`src/rtl/alu_seq.sv`:
```
// Registered WIDTH-bit ALU with ready/valid accept, zero/carry flags and a
// multi-cycle shift-add multiplier.
module alu_seq #(
  parameter int WIDTH = 4
) (
  input  logic                 clk,
  input  logic                 rst,
  input  logic                 en,
  output logic                 ready,
  input  logic [WIDTH-1:0]     a,
  input  logic [WIDTH-1:0]     b,
  input  logic [2:0]           ctrl,
  output logic [2*WIDTH-1:0]   out,
  output logic                 valid,
  output logic                 zero,
  output logic                 carry
);

  localparam int CW = $clog2(WIDTH + 1);
  localparam logic [WIDTH:0] SHL_LIM = (WIDTH + 1)'(2 * WIDTH);

  typedef enum logic [2:0] {
    OP_ADD = 3'b000,
    OP_SUB = 3'b001,
    OP_MUL = 3'b010,
    OP_AND = 3'b011,
    OP_OR  = 3'b100,
    OP_XOR = 3'b101,
    OP_SHL = 3'b110,
    OP_CMP = 3'b111
  } op_t;

  typedef enum logic {
    S_IDLE,
    S_MUL
  } state_t;

  state_t               r_state;
  state_t               w_state_nxt;
  logic [2*WIDTH-1:0]   r_mcand;
  logic [WIDTH-1:0]     r_mplier;
  logic [2*WIDTH-1:0]   r_acc;
  logic [CW-1:0]        r_cnt;

  logic [WIDTH:0]       w_sum;
  logic [WIDTH:0]       w_diff;
  logic [2*WIDTH-1:0]   w_shl;
  logic [2*WIDTH-1:0]   w_res;
  logic                 w_carry;
  logic [2*WIDTH-1:0]   w_acc_nxt;
  logic                 w_accept;
  logic                 w_is_mul;
  logic                 w_mul_done;

  assign w_sum      = {1'b0, a} + {1'b0, b};
  assign w_diff     = {1'b0, a} - {1'b0, b};
  assign w_shl      = {{WIDTH{1'b0}}, a} << b;
  assign w_acc_nxt  = r_acc + (r_mplier[0] ? r_mcand : '0);
  assign w_is_mul   = (op_t'(ctrl) == OP_MUL);
  assign w_accept   = en && ready;
  assign w_mul_done = (r_state == S_MUL) && (r_cnt == CW'(1));

  always_comb begin
    w_res   = '0;
    w_carry = 1'b0;
    case (op_t'(ctrl))
      OP_ADD: begin
        w_res   = {{(WIDTH-1){1'b0}}, w_sum};
        w_carry = w_sum[WIDTH];
      end
      OP_SUB: begin
        w_res   = {{WIDTH{1'b0}}, w_diff[WIDTH-1:0]};
        w_carry = w_diff[WIDTH];
      end
      OP_AND: w_res = {{WIDTH{1'b0}}, a & b};
      OP_OR:  w_res = {{WIDTH{1'b0}}, a | b};
      OP_XOR: w_res = {{WIDTH{1'b0}}, a ^ b};
      OP_SHL: w_res = ({1'b0, b} >= SHL_LIM) ? '0 : w_shl;
      OP_CMP: w_res = {{(2*WIDTH-3){1'b0}}, (a > b), (a == b), (a < b)};
      default: w_res = '0;
    endcase
  end

  always_ff @(posedge clk or posedge rst) begin
    if (rst) r_state <= S_IDLE;
    else     r_state <= w_state_nxt;
  end

  always_comb begin
    w_state_nxt = r_state;
    ready       = (r_state == S_IDLE);
    case (r_state)
      S_IDLE:  if (en && w_is_mul) w_state_nxt = S_MUL;
      S_MUL:   if (r_cnt == CW'(1)) w_state_nxt = S_IDLE;
      default: w_state_nxt = S_IDLE;
    endcase
  end

  always_ff @(posedge clk or posedge rst) begin
    if (rst) begin
      out      <= '0;
      valid    <= 1'b0;
      zero     <= 1'b0;
      carry    <= 1'b0;
      r_mcand  <= '0;
      r_mplier <= '0;
      r_acc    <= '0;
      r_cnt    <= '0;
    end else begin
      valid <= 1'b0;
      if (w_accept) begin
        if (w_is_mul) begin
          r_mcand  <= {{WIDTH{1'b0}}, a};
          r_mplier <= b;
          r_acc    <= '0;
          r_cnt    <= CW'(WIDTH);
        end else begin
          out   <= w_res;
          zero  <= (w_res == '0);
          carry <= w_carry;
          valid <= 1'b1;
        end
      end else if (r_state == S_MUL) begin
        // One partial product per edge; the last edge publishes the sum directly.
        r_acc    <= w_acc_nxt;
        r_mcand  <= r_mcand << 1;
        r_mplier <= r_mplier >> 1;
        r_cnt    <= r_cnt - CW'(1);
        if (w_mul_done) begin
          out   <= w_acc_nxt;
          zero  <= (w_acc_nxt == '0);
          carry <= 1'b0;
          valid <= 1'b1;
        end
      end
    end
  end

endmodule

```
`config.mk`:
```
export PLATFORM = sky130hd
export DESIGN_NAME = alu_seq
export DESIGN_NICKNAME = d
export VERILOG_FILES = /design/src/rtl/alu_seq.sv
export SDC_FILE = /design/constraint.sdc
export NUM_CORES = 1
export LEC_CHECK = 0
export ABC_AREA = 1
export CAP_MARGIN = 0
export CORE_UTILIZATION = 55
export CTS_BUF_LIST = sky130_fd_sc_hd__clkbuf_8 sky130_fd_sc_hd__clkbuf_16
export DETAILED_ROUTE_END_ITERATION = 8
export HOLD_SLACK_MARGIN = 0.02
export PLACE_DENSITY_LB_ADDON = 0.05
export SKIP_LAST_GASP = 1
export SLEW_MARGIN = 25
export SYNTH_ARGS = -nofsm -noshare
export SYNTH_HDL_FRONTEND = slang
export SYNTH_SLANG_ARGS = --single-unit
```
`constraint.sdc`:
```
create_clock -name clk -period 2.1 [get_ports clk]
set_input_delay 0.21 -clock clk [delete_from_list [all_inputs] [get_ports clk]]
set_output_delay 0.21 -clock clk [all_outputs]
set_load 0.01 [all_outputs]
```
# == After elaboration in Yosys (flattened, before gate mapping) ==
# Index checks and enable logic that the tools add are counted.
# totals
out_inout_bits,12
register_bits,35
# classes
order_cmp,3
n_eq_ne,11
muxes,35
n_reduce_logical,10
n_bitwise,4
n_addsub,4
n_shift,1
# op_table
operator,n
$mux 8,12
$pmux 8 s7,1
$logic_not 8->1,2
$mux 1,14
$eq 3x3->1 const B,4
$mux 4,3
$mux 3,3
$add 8x8->8,1
$shl 4x4->8,1
$eq 3x1->1 const B,2
$eq 3x2->1 const B,2
$add 4x4->5,1
$sub 4x4->5,1
$and 4x4->4,1
$eq 4x4->1,1
$ge 4x4->1 const B,1
$gt 4x4->1,1
$lt 4x4->1,1
$or 4x4->4,1
$pmux 1 s2,2
$reduce_bool 2->1,2
$xor 4x4->4,1
$logic_and 1x1->1,3
$logic_not 3->1,1
other kinds (6),6

# == Depth between registers and ports, before layout ==
# logic_depth
ltp_word,6
ltp_mapped,16
ltp_nobuf,15

# == Least setup slack after synthesis ==
# No wires, ideal clock.
# synth_path
path_kind,register to register
start,reg r_mplier[0]
end,reg zero
path_stages_with_launch,15
period_less_slack_ns,1.946
path_slack_ns,0.154
setup_time_ns,0.065
path_buffers,1
arrival_time_ns,1.881
t_required_ns,2.035
cell_sequence,dfrtp_1 -> buf_2 -> nand2_1 -> inv_1 -> ha_1 -> fa_1 -> xnor2_1 -> inv_1 -> nor3_2 -> nand3_1 -> nor2_1 -> nand3_1 -> nand2_1 -> nand2_1 -> nand2_1
# synth_between
elab_chain_len,6
# synth_rtl
item,line,text
"start, declared",41,logic [WIDTH-1:0] r_mplier;
"start signal, assigned",127,r_mplier <= r_mplier >> 1;
$mux 8,58,assign w_acc_nxt = r_acc + (r_mplier[0] ? r_mcand : '0);
$add 8x8->8,58,
$logic_not 8->1,131,zero <= (w_acc_nxt == '0);
$mux 1,129,if (w_mul_done) begin
$mux 1,123,end else if (r_state == S_MUL) begin
$mux 1,111,if (w_accept) begin
"end signal, assigned",119,zero <= (w_res == '0);
"end signal, assigned",131,
"end, declared",15,"output logic zero,"
# Every way passes these cells. The select of a mux whose other input is x is not followed.
# A chain may end at the register's enable or synchronous reset.

# == Worst setup path in the final report ==
# layout_path
start,reg r_mcand[0]
end,reg zero
# layout_between
elab_chain_len,6
# layout_rtl
item,line,text
"start, declared",40,logic [2*WIDTH-1:0] r_mcand;
"start signal, assigned",113,"r_mcand <= {{WIDTH{1'b0}}, a};"
"start signal, assigned",126,r_mcand <= r_mcand << 1;
$mux 8,58,
$add 8x8->8,58,
$logic_not 8->1,131,
$mux 1,129,
$mux 1,123,
$mux 1,111,
# Every way passes these cells. The select of a mux whose other input is x is not followed.

==> parameters.txt <==
Parameter                              Value

Logic synthesis
  Most instantiated library cell after synthesis ... sky130_fd_sc_hd__nand2_1
  Xor/xnor share of the synthesized area ... 1.952%
  Top post-synthesis cells by area ... sky130_fd_sc_hd__dfrtp_1 33%, sky130_fd_sc_hd__nand2_1 15%, sky130_fd_sc_hd__ha_1 10%
  Fraction of synthesized area in multiplexers ... 0%
  Async S/R FF share, synth ... between 90% and 100%
  Combinational family with the most area after synthesis ... simple AND/OR/NAND/NOR gates
  Area leader, netlist ... sky130_fd_sc_hd__dfrtp_1
  Most frequently used flop master after synthesis ... sky130_fd_sc_hd__dfrtp_1
  List of most frequent post-synthesis cells ... 108 x sky130_fd_sc_hd__nand2_1, 42 x sky130_fd_sc_hd__inv_1, 36 x sky130_fd_sc_hd__nor2_1
  Total standard cell area after synthesis ... 2693 sq um
  Fraction of synthesized cell area taken by the top area cell type ... 32.53%
  Synthesized-area fraction occupied by ao, oa, aoi and oai cells ... 12.17%
  Distinct cell type count of the synthesized netlist ... 34
  Area fraction in and, or, nand and nor cells after synthesis ... 30.95%
  Net count after synthesis ... 417
  Synthesized-area fraction occupied by adder cells ... 12.45%
  Mean instance size in the synthesized netlist ... between 7 and 8 sq um
  EDFF count, synth ... 0
  Proportion of synthesized chip area in sequential cells ... 32.53%
  Post-synthesis register bit count ... 35
  Synthesized instance count ... 378
  Number of warnings printed during yosys synthesis ... 0

STA
  Max-Slew Margin vs Limit ... 80.72%
  Final total negative setup slack ... 0 ns
  Max Slew Vio Count ... 0
  Worst Tran Pin Value ... 0.2882 ns
  Post-Route Skew ... 0.01114 ns
  Hold violation count in the final report ... 0
  Setup repair after global routing missed its margin ... true
  Crit share post-route ... between 90% and 100%
  Fin crit period ... 2.012 ns
  Count of endpoints failing setup in the final report ... 0
  Hold WS ... 0.2391 ns
  FMAX ... 497.0 MHz

Global routing
  Grt ovf ... 0
  Number of antenna violations at the first check in global routing ... 0
  GRT Total Usage ... 28.00%
  First-pass GRT wire length ... 11030 microns
  Maximum number of pins on one net before global-route repair ... 22
  Via count of the first global-routing pass ... between 2000 and 2500

Cells and area
  Number of diodes added for antenna fixing ... 0
  P&R area growth vs syn ... 27.93%
  Proportion of layout cells with a drive suffix above 1 ... 17.62%
  Layout Nets ... 476

Pwr
  Cell Int Power ... about 0.0023 W
  Reported net switching power ... 0.001690 W
  Share of total power in the clock network ... ~15%
  Leakage Power ... between 1.5 and 2 nW
  Switching power as a share of total power ... between 40% and 50%
  Power density of the placed cells ... ~1200 nW/um^2
  Worst ir drop on vdd ... 0.7124 mV
  Share of power burned in combinational logic ... 56.1%
  Sequential Power Share ... 29.0%

Clock network
  Maximum count of clock buffers along a single path ... 2
  # clock sinks ... 35
  TritonCTS Buffers ... 5
  Post-CTS Hold Buffers ... 0
  CTS Root Cell ... sky130_fd_sc_hd__clkbuf_8
  Worst-Skew Late Latency ... slightly below 0.3 ns
  Clock transition at the register clock pins on the worst setup and hold paths after CTS ... approximately 0.080 ns
  TritonCTS clock tree ... yes
  H-tree level count ... 2

Worst setup path
  Worst path cell trace ... nand2_1, inv_1, ha_4, fa_2, inv_2, nand2_2, nor3_2, nand3_1, nor2_1, nand3_1, nand2_1, nand2_1, nand2_1
  Worst reg2reg setup slack ... 0.09 ns
  Kind of start point of the critical path ... flop
  Category of the critical setup timing path ... reg -> reg
  Slowest cell on crit path ... sky130_fd_sc_hd__fa_2
  Most numerous cell on the critical path ... sky130_fd_sc_hd__nand2_1
  Largest stage delay on the critical path ... 0.44 ns
  Sort of element at the end of the critical path ... flop
  Arrival time of the worst setup path ... 2.24 ns
  Worst-path maximum fanout ... 3
  Required time worst endpoint ... 2.33 ns

Route
  Detail Route Antenna Nets ... 0
  Mean routed wirelength per cell ... 13.13 microns
  DR vias ... roughly 2600
  Vias per inst ... 5.244
  Total routed wirelength ... 6620 microns
  Number of DRC markers after the initial detailed-route iteration ... 185
  Number of optimization iterations in the first detailed-route pass ... 5
  Drt drc ... 0

Die
  I/O pin total ... 26
  Initial standard-cell utilization of the core ... 57.01%
  Die area ... 5180 sq um
  Std cell rows ... 25
  Floorplan die height ... 71.97 microns
  Die Span X ... around 70 microns
  Area of the core ... 4723 sq um

Status
  Outcome ... finished clean

Place
  Post-detailed-placement half-perimeter wirelength ... 5183 microns
  Count of port buffers added during placement ... 25
  Routability congestion estimate from global placement ... around 0.94

Worst hold path
  Tightest Hold Check Type ... in -> async

Flow run
  Max Cap Violations ... 0
final timing paths:
path,from,end,cells past startpoint
min in group clk,a[0],r_mcand[0]$_DFFE_PP0P_,4
max,r_mcand[0]$_DFFE_PP0P_,zero$_DFFE_PP0P_,13
min,rst,r_acc[1]$_DFFE_PP0P_,3
max in group asynchronous,rst,r_mplier[3]$_DFFE_PP0P_,3
min reg2reg,out[4]$_DFFE_PP0P_,out[4]$_DFFE_PP0P_,2
max reg2reg,r_mcand[0]$_DFFE_PP0P_,zero$_DFFE_PP0P_,13
cell families after synthesis:
group           Yosys count
flops                    35
compound gates           55
simple gates            196
fa+ha+maj                25
xor+xnor                  6
buf+inv                  61
critical path: cells and delay by family, from the launching register on:
family                     cells  cell delay, ns
and+or+nand+nor                9            0.80
adders and majority gates      2            0.60
DFF                            1            0.41
buffers and inverters          2            0.13
final cells by class:
class,count,area [sq um]
fill,398,1279
timing repair buffer,62,550.5
tap,67,83.83
multi-input combinational,282,1634
clock inverter,2,37.54
clock buffer,5,68.82
inverter,51,193.9
sequential,35,875.8
metrics by stage:
stage	std cells	total power, W	area, sq um	setup WS [ns]	utilization, %
floorplan	378	0.002463	2693	0.1537	-
detailed placement	496	0.003208	3236	-0.2460	68.50
global placement	496	0.003155	3236	-0.2186	68.50
CTS	503	0.003813	3342	0.01077	70.76
finish	504	0.004003	3445	0.08793	72.93
global route	504	0.004321	3445	-0.05237	72.93
power by group through the flow:
stage	sequential [W]	clock, W	combinational (W)
detailed placement	0.00116	0	0.00205
global route	0.00119	0.000635	0.00249
global placement	0.00114	0	0.00201
floorplan	0.00116	0	0.00130
CTS	0.00115	0.000608	0.00206
finish	0.00116	0.000597	0.00225
per-layer routing:
layer	vias to the layer above	track usage, %	wire [microns]
met3	11	4.444	291
met5	-	0	0
met1	1201	38.15	3192
li1	1337	-	-
met4	0	10.24	137
met2	94	45.39	2998
sequential cells by signal, indices dropped and copies added, names as in the netlist:
signal / flops
carry: 1
out: 8
r_acc: 8
r_cnt: 3
r_mcand: 8
r_mplier: 4
r_state: 1
valid: 1
zero: 1
layout by cell type, fill, tap and decap left out, types with 2 or more instances in the layout:
cell type and count:
sky130_fd_sc_hd__nand3_1 35, sky130_fd_sc_hd__nand2_1 107, sky130_fd_sc_hd__dfrtp_1 35, sky130_fd_sc_hd__nand2_2 4, sky130_fd_sc_hd__clkdlybuf4s50_1 21, sky130_fd_sc_hd__a21oi_1 14, sky130_fd_sc_hd__nand4_1 4, sky130_fd_sc_hd__a31oi_1 6
sky130_fd_sc_hd__xnor2_2 2, sky130_fd_sc_hd__clkbuf_8 5, sky130_fd_sc_hd__o21ai_0 14, sky130_fd_sc_hd__inv_1 40, sky130_fd_sc_hd__a22o_1 3, sky130_fd_sc_hd__fa_1 2, sky130_fd_sc_hd__o22ai_1 4, sky130_fd_sc_hd__o21ai_1 4
sky130_fd_sc_hd__xor2_1 2, sky130_fd_sc_hd__nor3_1 3, sky130_fd_sc_hd__o21a_1 2, sky130_fd_sc_hd__a21oi_2 2, sky130_fd_sc_hd__o211ai_1 3, sky130_fd_sc_hd__inv_2 10, sky130_fd_sc_hd__buf_4 36, sky130_fd_sc_hd__dlymetal6s2s_1 4
sky130_fd_sc_hd__ha_4 3, sky130_fd_sc_hd__xor2_2 2, sky130_fd_sc_hd__ha_1 18, sky130_fd_sc_hd__nor2_2 3, sky130_fd_sc_hd__nand3b_1 2, sky130_fd_sc_hd__nor2_1 35
timing repair:
item	in CTS	in global routing
setup buffers	0	1
setup endpoints to repair	0	6
hold endpoints to repair	0	0
gates resized for setup	0	22
Note: power is estimated with default switching activity, not from simulation.
